$ cat config.mk
export PLATFORM = sky130hd
export DESIGN_NAME = pipe_scoreboard_flat
export DESIGN_NICKNAME = d
export VERILOG_FILES = /design/src/rtl/scoreboard_pkg.sv /design/src/rtl/pipe_scoreboard_if.sv /design/src/rtl/sb_entry.sv /design/src/rtl/pipe_scoreboard.sv /design/src/flat_wrapper.sv
export SDC_FILE = /design/constraint.sdc
export NUM_CORES = 1
export LEC_CHECK = 0
export CAP_MARGIN = 25
export CORE_AREA = 2 2 170 172
export DETAILED_ROUTE_END_ITERATION = 6
export DIE_AREA = 0 0 172 174
export PLACE_DENSITY = 0.83
export RECOVER_POWER = 25
export SLEW_MARGIN = 20
export SYNTH_ARGS = -nofsm -noshare
export SYNTH_HDL_FRONTEND = slang
export SYNTH_SLANG_ARGS = --single-unit
$ cat constraint.sdc
create_clock -name clock -period 3.7 [get_ports clock]
set_clock_uncertainty 0.1 [all_clocks]
set_input_delay 0.555 -clock clock [delete_from_list [all_inputs] [get_ports clock]]
set_output_delay 0.555 -clock clock [all_outputs]
set_load 0.02 [all_outputs]
$ cat src/rtl/scoreboard_pkg.sv
// Shared definitions for the pipeline register scoreboard.
// Contents:
//   clog2        - ceiling log2 used to size address/unit/latency fields
//   DEF_*        - default configuration constants
//   sb_entry_t   - one scoreboard entry (pending, unit, stage row) at the
//                  default configuration widths
package scoreboard_pkg;

  function automatic int clog2(input int value);
    int result;
    result = 0;
    for (int i = 0; i < 31; i++) begin
      if ((1 << i) < value) result = i + 1;
    end
    return result;
  endfunction

  localparam int DEF_NREGS  = 32;
  localparam int DEF_NUNITS = 4;
  localparam int DEF_DEPTH  = 5;
  localparam int DEF_NRD    = 2;
  localparam int DEF_UW     = clog2(DEF_NUNITS);

  typedef struct packed {
    logic                 pending;
    logic [DEF_UW-1:0]    unit;
    logic [DEF_DEPTH-1:0] row;
  } sb_entry_t;

endpackage

$ cat src/rtl/pipe_scoreboard_if.sv
// Bus between the issue stage and the scoreboard.
// master (issue stage): drives lookup addresses, claim request, freeze, flush;
//                       receives lookup results, iss_waw and any_pending.
// slave  (scoreboard) : the mirror image.
interface pipe_scoreboard_if
  import scoreboard_pkg::*;
#(
  parameter int NREGS  = DEF_NREGS,
  parameter int NUNITS = DEF_NUNITS,
  parameter int DEPTH  = DEF_DEPTH,
  parameter int NRD    = DEF_NRD
);
  localparam int AW = clog2(NREGS);
  localparam int UW = clog2(NUNITS);
  localparam int LW = clog2(DEPTH + 1);

  logic [NRD*AW-1:0]    rd_addr;
  logic [NRD-1:0]       rd_pending;
  logic [NRD*UW-1:0]    rd_unit;
  logic [NRD*DEPTH-1:0] rd_row;
  logic                 iss_valid;
  logic [AW-1:0]        iss_addr;
  logic [UW-1:0]        iss_unit;
  logic [LW-1:0]        iss_lat;
  logic                 iss_waw;
  logic                 freeze;
  logic                 flush;
  logic                 any_pending;

  modport master (
    output rd_addr, iss_valid, iss_addr, iss_unit, iss_lat, freeze, flush,
    input  rd_pending, rd_unit, rd_row, iss_waw, any_pending
  );

  modport slave (
    input  rd_addr, iss_valid, iss_addr, iss_unit, iss_lat, freeze, flush,
    output rd_pending, rd_unit, rd_row, iss_waw, any_pending
  );
endinterface

$ cat src/rtl/sb_entry.sv
// One scoreboard row: pending flag, producing unit and a one-hot stage row
// that walks right once per unfrozen cycle until it falls off the end.
// Ports:
//   clock, reset (async, active-low)
//   i_load   - accept a new claim (wins over the shift/expiry this edge)
//   i_unit   - producing unit for the claim
//   i_row    - one-hot row to load
//   i_freeze - hold state
//   i_flush  - clear state (wins over freeze and load)
//   o_pending, o_unit, o_row - current entry contents
module sb_entry
  import scoreboard_pkg::*;
#(
  parameter int UW    = 2,
  parameter int DEPTH = 5
) (
  input  logic             clock,
  input  logic             reset,
  input  logic             i_load,
  input  logic [UW-1:0]    i_unit,
  input  logic [DEPTH-1:0] i_row,
  input  logic             i_freeze,
  input  logic             i_flush,
  output logic             o_pending,
  output logic [UW-1:0]    o_unit,
  output logic [DEPTH-1:0] o_row
);
  logic             r_pending;
  logic [UW-1:0]    r_unit;
  logic [DEPTH-1:0] r_row;
  logic [DEPTH-1:0] w_shifted;

  assign w_shifted = r_row >> 1;

  always_ff @(posedge clock or negedge reset) begin
    if (!reset) begin
      r_pending <= 1'b0;
      r_unit    <= '0;
      r_row     <= '0;
    end else if (i_flush) begin
      r_pending <= 1'b0;
      r_unit    <= '0;
      r_row     <= '0;
    end else if (!i_freeze) begin
      if (i_load) begin
        r_pending <= 1'b1;
        r_unit    <= i_unit;
        r_row     <= i_row;
      end else if (w_shifted == '0) begin
        // Result has left the last stage: entry retires this edge.
        r_pending <= 1'b0;
        r_unit    <= '0;
        r_row     <= '0;
      end else begin
        r_row <= w_shifted;
      end
    end
  end

  // Unit and row are already cleared on retirement; the mask keeps a
  // non-pending entry reading zero even if that ever changes.
  assign o_pending = r_pending;
  assign o_unit    = r_pending ? r_unit : '0;
  assign o_row     = r_pending ? r_row  : '0;
endmodule

$ cat src/rtl/pipe_scoreboard.sv
// Register scoreboard for an in-order pipeline. Tracks which architectural
// registers await a result, which unit produces it and how far along it is.
// Ports:
//   clock, reset (async, active-low)
//   bus (slave) - lookup ports rd_*, claim port iss_*, freeze, flush,
//                 iss_waw hazard flag, any_pending summary
module pipe_scoreboard
  import scoreboard_pkg::*;
#(
  parameter int NREGS  = DEF_NREGS,
  parameter int NUNITS = DEF_NUNITS,
  parameter int DEPTH  = DEF_DEPTH,
  parameter int NRD    = DEF_NRD
) (
  input  logic               clock,
  input  logic               reset,
  pipe_scoreboard_if.slave   bus
);
  localparam int AW = clog2(NREGS);
  localparam int UW = clog2(NUNITS);
  localparam int LW = clog2(DEPTH + 1);

  logic             w_pending [NREGS];
  logic [UW-1:0]    w_unit    [NREGS];
  logic [DEPTH-1:0] w_row     [NREGS];

  logic [LW-1:0]    w_lat_clamped;
  logic [LW-1:0]    w_lat_m1;
  logic [DEPTH-1:0] w_load_row;
  logic             w_accept;
  logic [DEPTH-1:0] w_sel_row;

  assign w_lat_clamped = (bus.iss_lat > LW'(DEPTH)) ? LW'(DEPTH) : bus.iss_lat;
  assign w_lat_m1      = w_lat_clamped - LW'(1);
  assign w_load_row    = DEPTH'(1) << w_lat_m1;
  assign w_accept      = bus.iss_valid && !bus.freeze && !bus.flush &&
                         (bus.iss_addr != '0) && (bus.iss_lat != '0);

  // Register 0 is hard-wired: never pending.
  assign w_pending[0] = 1'b0;
  assign w_unit[0]    = '0;
  assign w_row[0]     = '0;

  for (genvar gi = 1; gi < NREGS; gi++) begin : g_entry
    sb_entry #(.UW(UW), .DEPTH(DEPTH)) u_entry (
      .clock     (clock),
      .reset     (reset),
      .i_load    (w_accept && (bus.iss_addr == AW'(gi))),
      .i_unit    (bus.iss_unit),
      .i_row     (w_load_row),
      .i_freeze  (bus.freeze),
      .i_flush   (bus.flush),
      .o_pending (w_pending[gi]),
      .o_unit    (w_unit[gi]),
      .o_row     (w_row[gi])
    );
  end

  for (genvar gi = 0; gi < NRD; gi++) begin : g_rd
    logic [AW-1:0] w_addr;
    assign w_addr                          = bus.rd_addr[gi*AW +: AW];
    assign bus.rd_pending[gi]              = w_pending[w_addr];
    assign bus.rd_unit[gi*UW +: UW]        = w_unit[w_addr];
    assign bus.rd_row[gi*DEPTH +: DEPTH]   = w_row[w_addr];
  end

  // WAW: the new result would land no later than the one already in
  // flight, i.e. the existing row has a bit at or above the new stage
  // index. A zero latency would sit below every stage.
  assign w_sel_row   = w_row[bus.iss_addr];
  assign bus.iss_waw = bus.iss_valid && (bus.iss_addr != '0) &&
                       w_pending[bus.iss_addr] &&
                       ((w_lat_clamped == '0) || ((w_sel_row >> w_lat_m1) != '0));

  always_comb begin
    bus.any_pending = 1'b0;
    for (int i = 0; i < NREGS; i++) begin
      bus.any_pending = bus.any_pending | w_pending[i];
    end
  end
endmodule

$ cat src/flat_wrapper.sv
// flat-port wrapper written by rule: the top's interface ports become plain ports
module pipe_scoreboard_flat import scoreboard_pkg::*;
#(
  parameter int NREGS  = DEF_NREGS,
  parameter int NUNITS = DEF_NUNITS,
  parameter int DEPTH  = DEF_DEPTH,
  parameter int NRD    = DEF_NRD
)
  (clock, reset, bus_rd_addr, bus_iss_valid, bus_iss_addr, bus_iss_unit, bus_iss_lat, bus_freeze, bus_flush, bus_rd_pending, bus_rd_unit, bus_rd_row, bus_iss_waw, bus_any_pending);
  pipe_scoreboard_if #(.NREGS(NREGS), .NUNITS(NUNITS), .DEPTH(DEPTH), .NRD(NRD)) bus_i ();
  input  logic clock;
  input  logic reset;
  input wire logic [$bits(bus_i.rd_addr)-1:0] bus_rd_addr;
  input wire logic [$bits(bus_i.iss_valid)-1:0] bus_iss_valid;
  input wire logic [$bits(bus_i.iss_addr)-1:0] bus_iss_addr;
  input wire logic [$bits(bus_i.iss_unit)-1:0] bus_iss_unit;
  input wire logic [$bits(bus_i.iss_lat)-1:0] bus_iss_lat;
  input wire logic [$bits(bus_i.freeze)-1:0] bus_freeze;
  input wire logic [$bits(bus_i.flush)-1:0] bus_flush;
  output wire logic [$bits(bus_i.rd_pending)-1:0] bus_rd_pending;
  output wire logic [$bits(bus_i.rd_unit)-1:0] bus_rd_unit;
  output wire logic [$bits(bus_i.rd_row)-1:0] bus_rd_row;
  output wire logic [$bits(bus_i.iss_waw)-1:0] bus_iss_waw;
  output wire logic [$bits(bus_i.any_pending)-1:0] bus_any_pending;
  assign bus_i.rd_addr = bus_rd_addr;
  assign bus_i.iss_valid = bus_iss_valid;
  assign bus_i.iss_addr = bus_iss_addr;
  assign bus_i.iss_unit = bus_iss_unit;
  assign bus_i.iss_lat = bus_iss_lat;
  assign bus_i.freeze = bus_freeze;
  assign bus_i.flush = bus_flush;
  assign bus_rd_pending = bus_i.rd_pending;
  assign bus_rd_unit = bus_i.rd_unit;
  assign bus_rd_row = bus_i.rd_row;
  assign bus_iss_waw = bus_i.iss_waw;
  assign bus_any_pending = bus_i.any_pending;
  pipe_scoreboard #(.NREGS(NREGS), .NUNITS(NUNITS), .DEPTH(DEPTH), .NRD(NRD)) u_core (.clock(clock), .reset(reset), .bus(bus_i));
endmodule
== After elaboration in Yosys (flattened, before gate mapping) ==
Index checks and enable logic that the tools add are counted.
Storage, ports and cells
  flip-flop bits (word level): 248
  output and inout port bits: 18
  logic and storage cells: 762
Cells by class
  add/subtract/negate cells: 1
  magnitude comparators: 4
  equality and inequality tests: 32
  shifts and indexed selects: 2
  multiplexer cells: 459
  bitwise operators: 33
  reductions and logical operators: 138
Operators by type and width (number)
  5-bit two-way mux: 130
  2-bit two-way mux: 159
  5-bit logical NOT: 31
  1-bit two-way mux: 130
  4-bit two-way mux: 31
  3-bit nonzero test: 32
  5-bit == test (second input constant): 16
  5-bit binary-select mux with 5-bit select: 3
  2-bit AND reduction: 31
  5-bit by 4-bit == test with 1-bit output (second input constant): 8
  1-bit logical AND: 38
  1-bit OR: 30
  2-bit binary-select mux with 5-bit select: 2
  5-bit by 3-bit == test with 1-bit output (second input constant): 4
  6-bit greater-or-equal comparator (second input constant): 3
  5-bit NOT with 6-bit output: 3
  1-bit binary-select mux with 5-bit select: 3
  5-bit by 2-bit == test with 1-bit output (second input constant): 2
  5-bit nonzero test: 2
  5-bit by 1-bit == test with 1-bit output (second input constant): 1
  1-bit by 3-bit << shifter with 5-bit output (first input constant): 1
  5-bit by 3-bit >> shifter with 5-bit output: 1
  3-bit greater-than comparator (second input constant): 1
  3-bit logical NOT: 1
  5 further kinds: 6

== Logic depth before layout (Yosys ltp) ==
  depth after elaboration: 30
  depth in mapped cells: 12

== By module ==
From an unflattened synthesis, not the netlist that was laid out.
Unflattened totals
  cell total of the unflattened synthesis: 1928
  area, all modules: 21031.4 um2
By module, submodules not included
  sb_entry: times used 31, cells each 47, area an instance 481.7 um2, sequential area each 200.2 um2
  pipe_scoreboard: times used 1, cells each 471, area an instance 6098.3 um2, sequential area each 0.0 um2

== Worst setup path before layout ==
Ideal clock, no wire load.
  kind: input-to-output
  from: in bus_rd_addr[9]
  to: out bus_rd_row[6]
  arrival: 2723 ps
  path slack: 322 ps
  stages: 6
  buffers on the path: 3
  path through: clkbuf_1 -> buf_2 -> buf_2 -> mux4_2 -> mux4_2 -> a21oi_1
Between the ends
  longest elaborated chain between the ends: 4
RTL lines
  from (decl): line flat_wrapper.sv:13  | input wire logic [$bits(bus_i.rd_addr)-1:0] bus_rd_addr;
  5-bit NOT with 6-bit output (not written as such): line pipe_scoreboard.sv:64  | assign bus.rd_row[gi*DEPTH +: DEPTH] = w_row[w_addr];
  5-bit binary-select mux with 5-bit select: line pipe_scoreboard.sv:64
  5-bit two-way mux (not written as such) (2 in a row): line pipe_scoreboard.sv:64
  to (decl): line flat_wrapper.sv:22  | output wire logic [$bits(bus_i.rd_row)-1:0] bus_rd_row;
No other way between the ends. The select of a mux whose other input is x is not followed.

== Final worst setup path ==
  from: reg u_core.g_entry[10].u_entry.r_pending
  to: out bus_iss_waw
Between the ends
  longest elaborated chain between the ends: 8
  elaborated cells on any way between the ends: 12
RTL lines
  from (decl): line sb_entry.sv:28  | logic r_pending;
  from (signal assigned): line sb_entry.sv:37  | r_pending <= 1'b0;
  from (signal assigned): line sb_entry.sv:41  | r_pending <= 1'b0;
  from (signal assigned): line sb_entry.sv:46  | r_pending <= 1'b1;
  5-bit two-way mux: line sb_entry.sv:64  | assign o_row = r_pending ? r_row : '0;
  5-bit binary-select mux with 5-bit select: line pipe_scoreboard.sv:70  | assign w_sel_row = w_row[bus.iss_addr];
  5-bit two-way mux (not written as such) (2 in a row): line pipe_scoreboard.sv:70
  5-bit by 3-bit >> shifter with 5-bit output: line pipe_scoreboard.sv:73  | ((w_lat_clamped == '0) || ((w_sel_row >> w_lat_m1) != '0));
  5-bit nonzero test: line pipe_scoreboard.sv:73
  1-bit logical OR: line pipe_scoreboard.sv:73
  1-bit logical AND *: line pipe_scoreboard.sv:72  | w_pending[bus.iss_addr] &&
  to (decl): line flat_wrapper.sv:23  | output wire logic [$bits(bus_i.iss_waw)-1:0] bus_iss_waw;
Every way passes the cells marked *; elsewhere a longest branch is shown, timed or not. The select of a mux whose other input is x is not followed.

==> reports/results.txt <==
outcome -> complete, but fails checks
failing checks -> DRC, capacitance limit, slew limit, setup timing
Critical path buffers and inverters -> 2
Max Cap Viol -> 1
instance count of the mapped netlist -> 1950
CP endpoint kind -> output port
synthesized area per cell -> 9.12 µm²
beginning of the critical path -> u_core.g_entry[10].u_entry.o_pending
Worst Reg-to-Reg Cells -> 5
flop2flop setup slack -> 1.80 ns
final worst path period need -> 3.78 ns
TritonCTS buffer count -> 26
Final Hold Viols -> 0
number of DRC markers in iteration 0 -> 3668
fin cells -> 2490
Place WS -> -0.406 ns
TritonCTS Sinks -> 248
# setup viols final -> 2
clk slew on worst S/H paths -> 0.07 ns
yosys warns -> 0
vias in the first global route -> 18378
RSZ-0062 raised after global routing -> true
Power Dens Cells -> 310 mW/mm²
Vias per Instance -> 7.81
worst-path cell chain -> buf_4 -> nand2_1 -> o21ai_0 -> a221oi_2 -> o2111ai_2 -> a22oi_2 -> o211ai_2 -> maj3_2 -> o21a_1 -> buf_4
critical path arrival -> 3.13 ns
cell area after placement -> 0.0199 mm²
Least-Margin Pin Slew -> 2.56 ns
highest-delay cell along the critical path -> dfrtp_1
fin nets -> 2110
#FFs+latches synth -> 248
placed cells -> 2435
drt pass-1 iters -> 7
Seq/Total Area, Yosys -> 34.9%
worst endpoint required time -> 3.04 ns
via count -> 19441
IO Count -> 43
design area -> 0.0210 mm²
first-pass GRT wire length -> 119 mm
Die X -> 172 µm
Slew Limit Fails -> 110
CP startpoint kind -> register
hold path cells -> 2
most used cell along the critical path -> buf_4
ys flop type -> dfrtp_1
Reg area -> 0.00622 mm²
I/O Buffers -> 42
final weighted congestion of routability-driven global placement -> 1.09
Fillers -> 1978
final WL -> 80.7 mm
maximum clock insertion buffer count -> 3
Tot GR Track Use -> 54.4%
Initial Util -> 63.0%
slew margin rel. -> -70.7%
area of the multi-input gates -> 0.0108 mm²
CTS tree -> built
Synth cell types -> 70
Post-Syn Nets -> 1977
Reg-to-Reg Start -> u_core.g_entry[5].u_entry.r_row[3]
DRT antenna net count -> 0
Leak -> 8.29 nW
full die area -> 0.0299 mm²
H-tree Lvls -> 1
total global routing overflow -> 0
EDFF count, synth -> 0
setup TNS -> -0.0819 ns
worst IR drop on VDD -> 0.438 mV
share of the clock period used by the worst path -> 102%
clk_lat worst skew -> 0.58 ns
Root Buffer -> clkbuf_16
DRC Markers -> 16
hold wc startpoint -> bus_flush
Core ar. -> 0.0282 mm²
CP peak stage delay -> 0.43 ns
Routed WL per cell -> 32.4 µm
final design utilization -> 74.5%
synthesis-to-finish area growth -> 18.2%
Setup WS post-layout -> -0.0819 ns
Rows -> 62
Cell Area, Synth -> 0.0178 mm²
initial antenna violation count -> 3
CP Max Fanout -> 6
R2R Path End -> u_core.g_entry[5].u_entry.r_unit[0]
largest net degree at the start of global routing -> 130
CP Class -> register to output port
share of cells above drive strength 1 -> 25.5%
Die Y -> 174 µm
HP Class -> primary input to register
hpwl dp -> 57.3 mm
Synth async-reset ratio -> 100%
Max Clk Rate -> 264 MHz
crit-path leading delay family -> compound AO/OA/AOI/OAI gates
WHS Endpoint -> u_core.g_entry[1].u_entry.r_unit[0]
==> cell type report <==
class,instances,area share (%)
clock buffers,39,3.66
inverters,14,0.250
well taps,384,2.29
repair buffers,305,12.0
diodes,3,0.0357
clock inverters,9,0.762
multi-input cells,1488,51.5
flip-flops and latches,248,29.6
==> what timing repair did <==
item,CTS,global route
pin swaps,0,4
gates resized for setup,26,63
hold endpoints to repair,1,0
hold buffers,1,0
setup endpoints to repair,17,14
cloned,0,0
buffers inserted,0,3
==> sequential cells by signal, summed over array words and instances, names as in the netlist <==
signal                            flops
u_core.g_entry.u_entry.r_unit        62
u_core.g_entry.u_entry.o_pending     31
u_core.g_entry.u_entry.r_row        155
==> cells by family after synthesis <==
family,share of synthesized area [%]
adders and majority gates,0.204
and+or+nand+nor,17.7
buffers and inverters,5.24
muxes,19.6
AOI/OAI and AO/OA,22.4
DFF,34.9
==> where the power goes <==
part / internal (mW) / total, mW / switching, mW
Clock: 1.71 / 2.89 / 1.18
Sequential: 2.72 / 2.72 / 0.00584
Combinational: 0.293 / 0.900 / 0.607
Total: 4.72 / 6.51 / 1.79
==> synthesized netlist by cell type, types with 4 or more instances <==
master,count,share of area (%)
a211oi_1,26,1.1
a21o_1,21,0.89
a21oi_1,70,2.0
a221oi_1,7,0.34
a22o_1,4,0.20
a22oi_1,131,5.5
a311oi_1,6,0.30
a31o_2,6,0.30
a32o_1,12,0.68
and2_1,4,0.14
and3_1,9,0.32
buf_1,18,0.38
buf_2,19,0.53
buf_6,9,0.57
clkbuf_1,148,3.1
dfrtp_1,248,35
inv_1,11,0.23
mux2_2,5,0.32
mux2i_1,29,1.6
mux4_2,137,17
nand2_1,341,7.2
nand2b_1,14,0.49
nand3_1,89,2.5
nand4_1,8,0.28
nor2_1,159,3.4
nor2b_1,19,0.67
nor3_1,6,0.17
nor3b_1,11,0.46
nor4_1,13,0.46
o2111ai_1,5,0.25
o211ai_1,54,2.3
o21ai_0,126,3.5
o21bai_1,7,0.30
o22ai_1,98,3.4
o32ai_1,4,0.20
or4_1,27,1.1
==> routing by layer <==
layer | vias up | track usage, % | share of wire, %
met5 | - | 0 | 0
met4 | 0 | 34.4 | 9.1
met3 | 532 | 22.7 | 17
met2 | 2019 | 75.8 | 41
met1 | 9212 | 70.1 | 33
li1 | 7678 | - | -
==> how the worst max path moves through the flow <==
stage | end | depth (start not counted) | slack (ns)
final | bus_iss_waw | 10 | -0.08
after global routing | bus_iss_waw | 10 | -0.09
after CTS | bus_iss_waw | 9 | -0.26
after detailed placement | bus_iss_waw | 10 | -0.41
after global placement | bus_iss_waw | 11 | -0.38
after floorplan | bus_rd_row[6] | 6 | 0.32
==> metrics by stage <==
step	hold WS (ns)	total power, mW
CTS	0.194	6.44
finish	0.203	6.51
global route	0.202	6.63
floorplan	0.159	3.23
global placement	0.386	3.61
detailed placement	0.399	3.62
==> layout by cell type, fill, tap and decap left out, types with 24 or more instances in the layout <==
cell       count
a211oi_1      24
a21oi_1       68
buf_4        249
o21ai_0      125
nand3_1       89
o211ai_1      54
dfrtp_1      237
nand2_1      315
a22oi_1      131
o22ai_1       98
mux2i_1       29
nor2_1       158
clkbuf_16     26
mux4_2       137
or4_1         26
==> worst register-to-register path, cell delays in order, from the launching register on <==
cell,delay [ns]
dfrtp_1,0.41
buf_4,0.17
or4_1,0.58
a21oi_1,0.27
nand2b_1,0.16
a21oi_1,0.07
No activity file was read; power rests on OpenSTA's default activity.
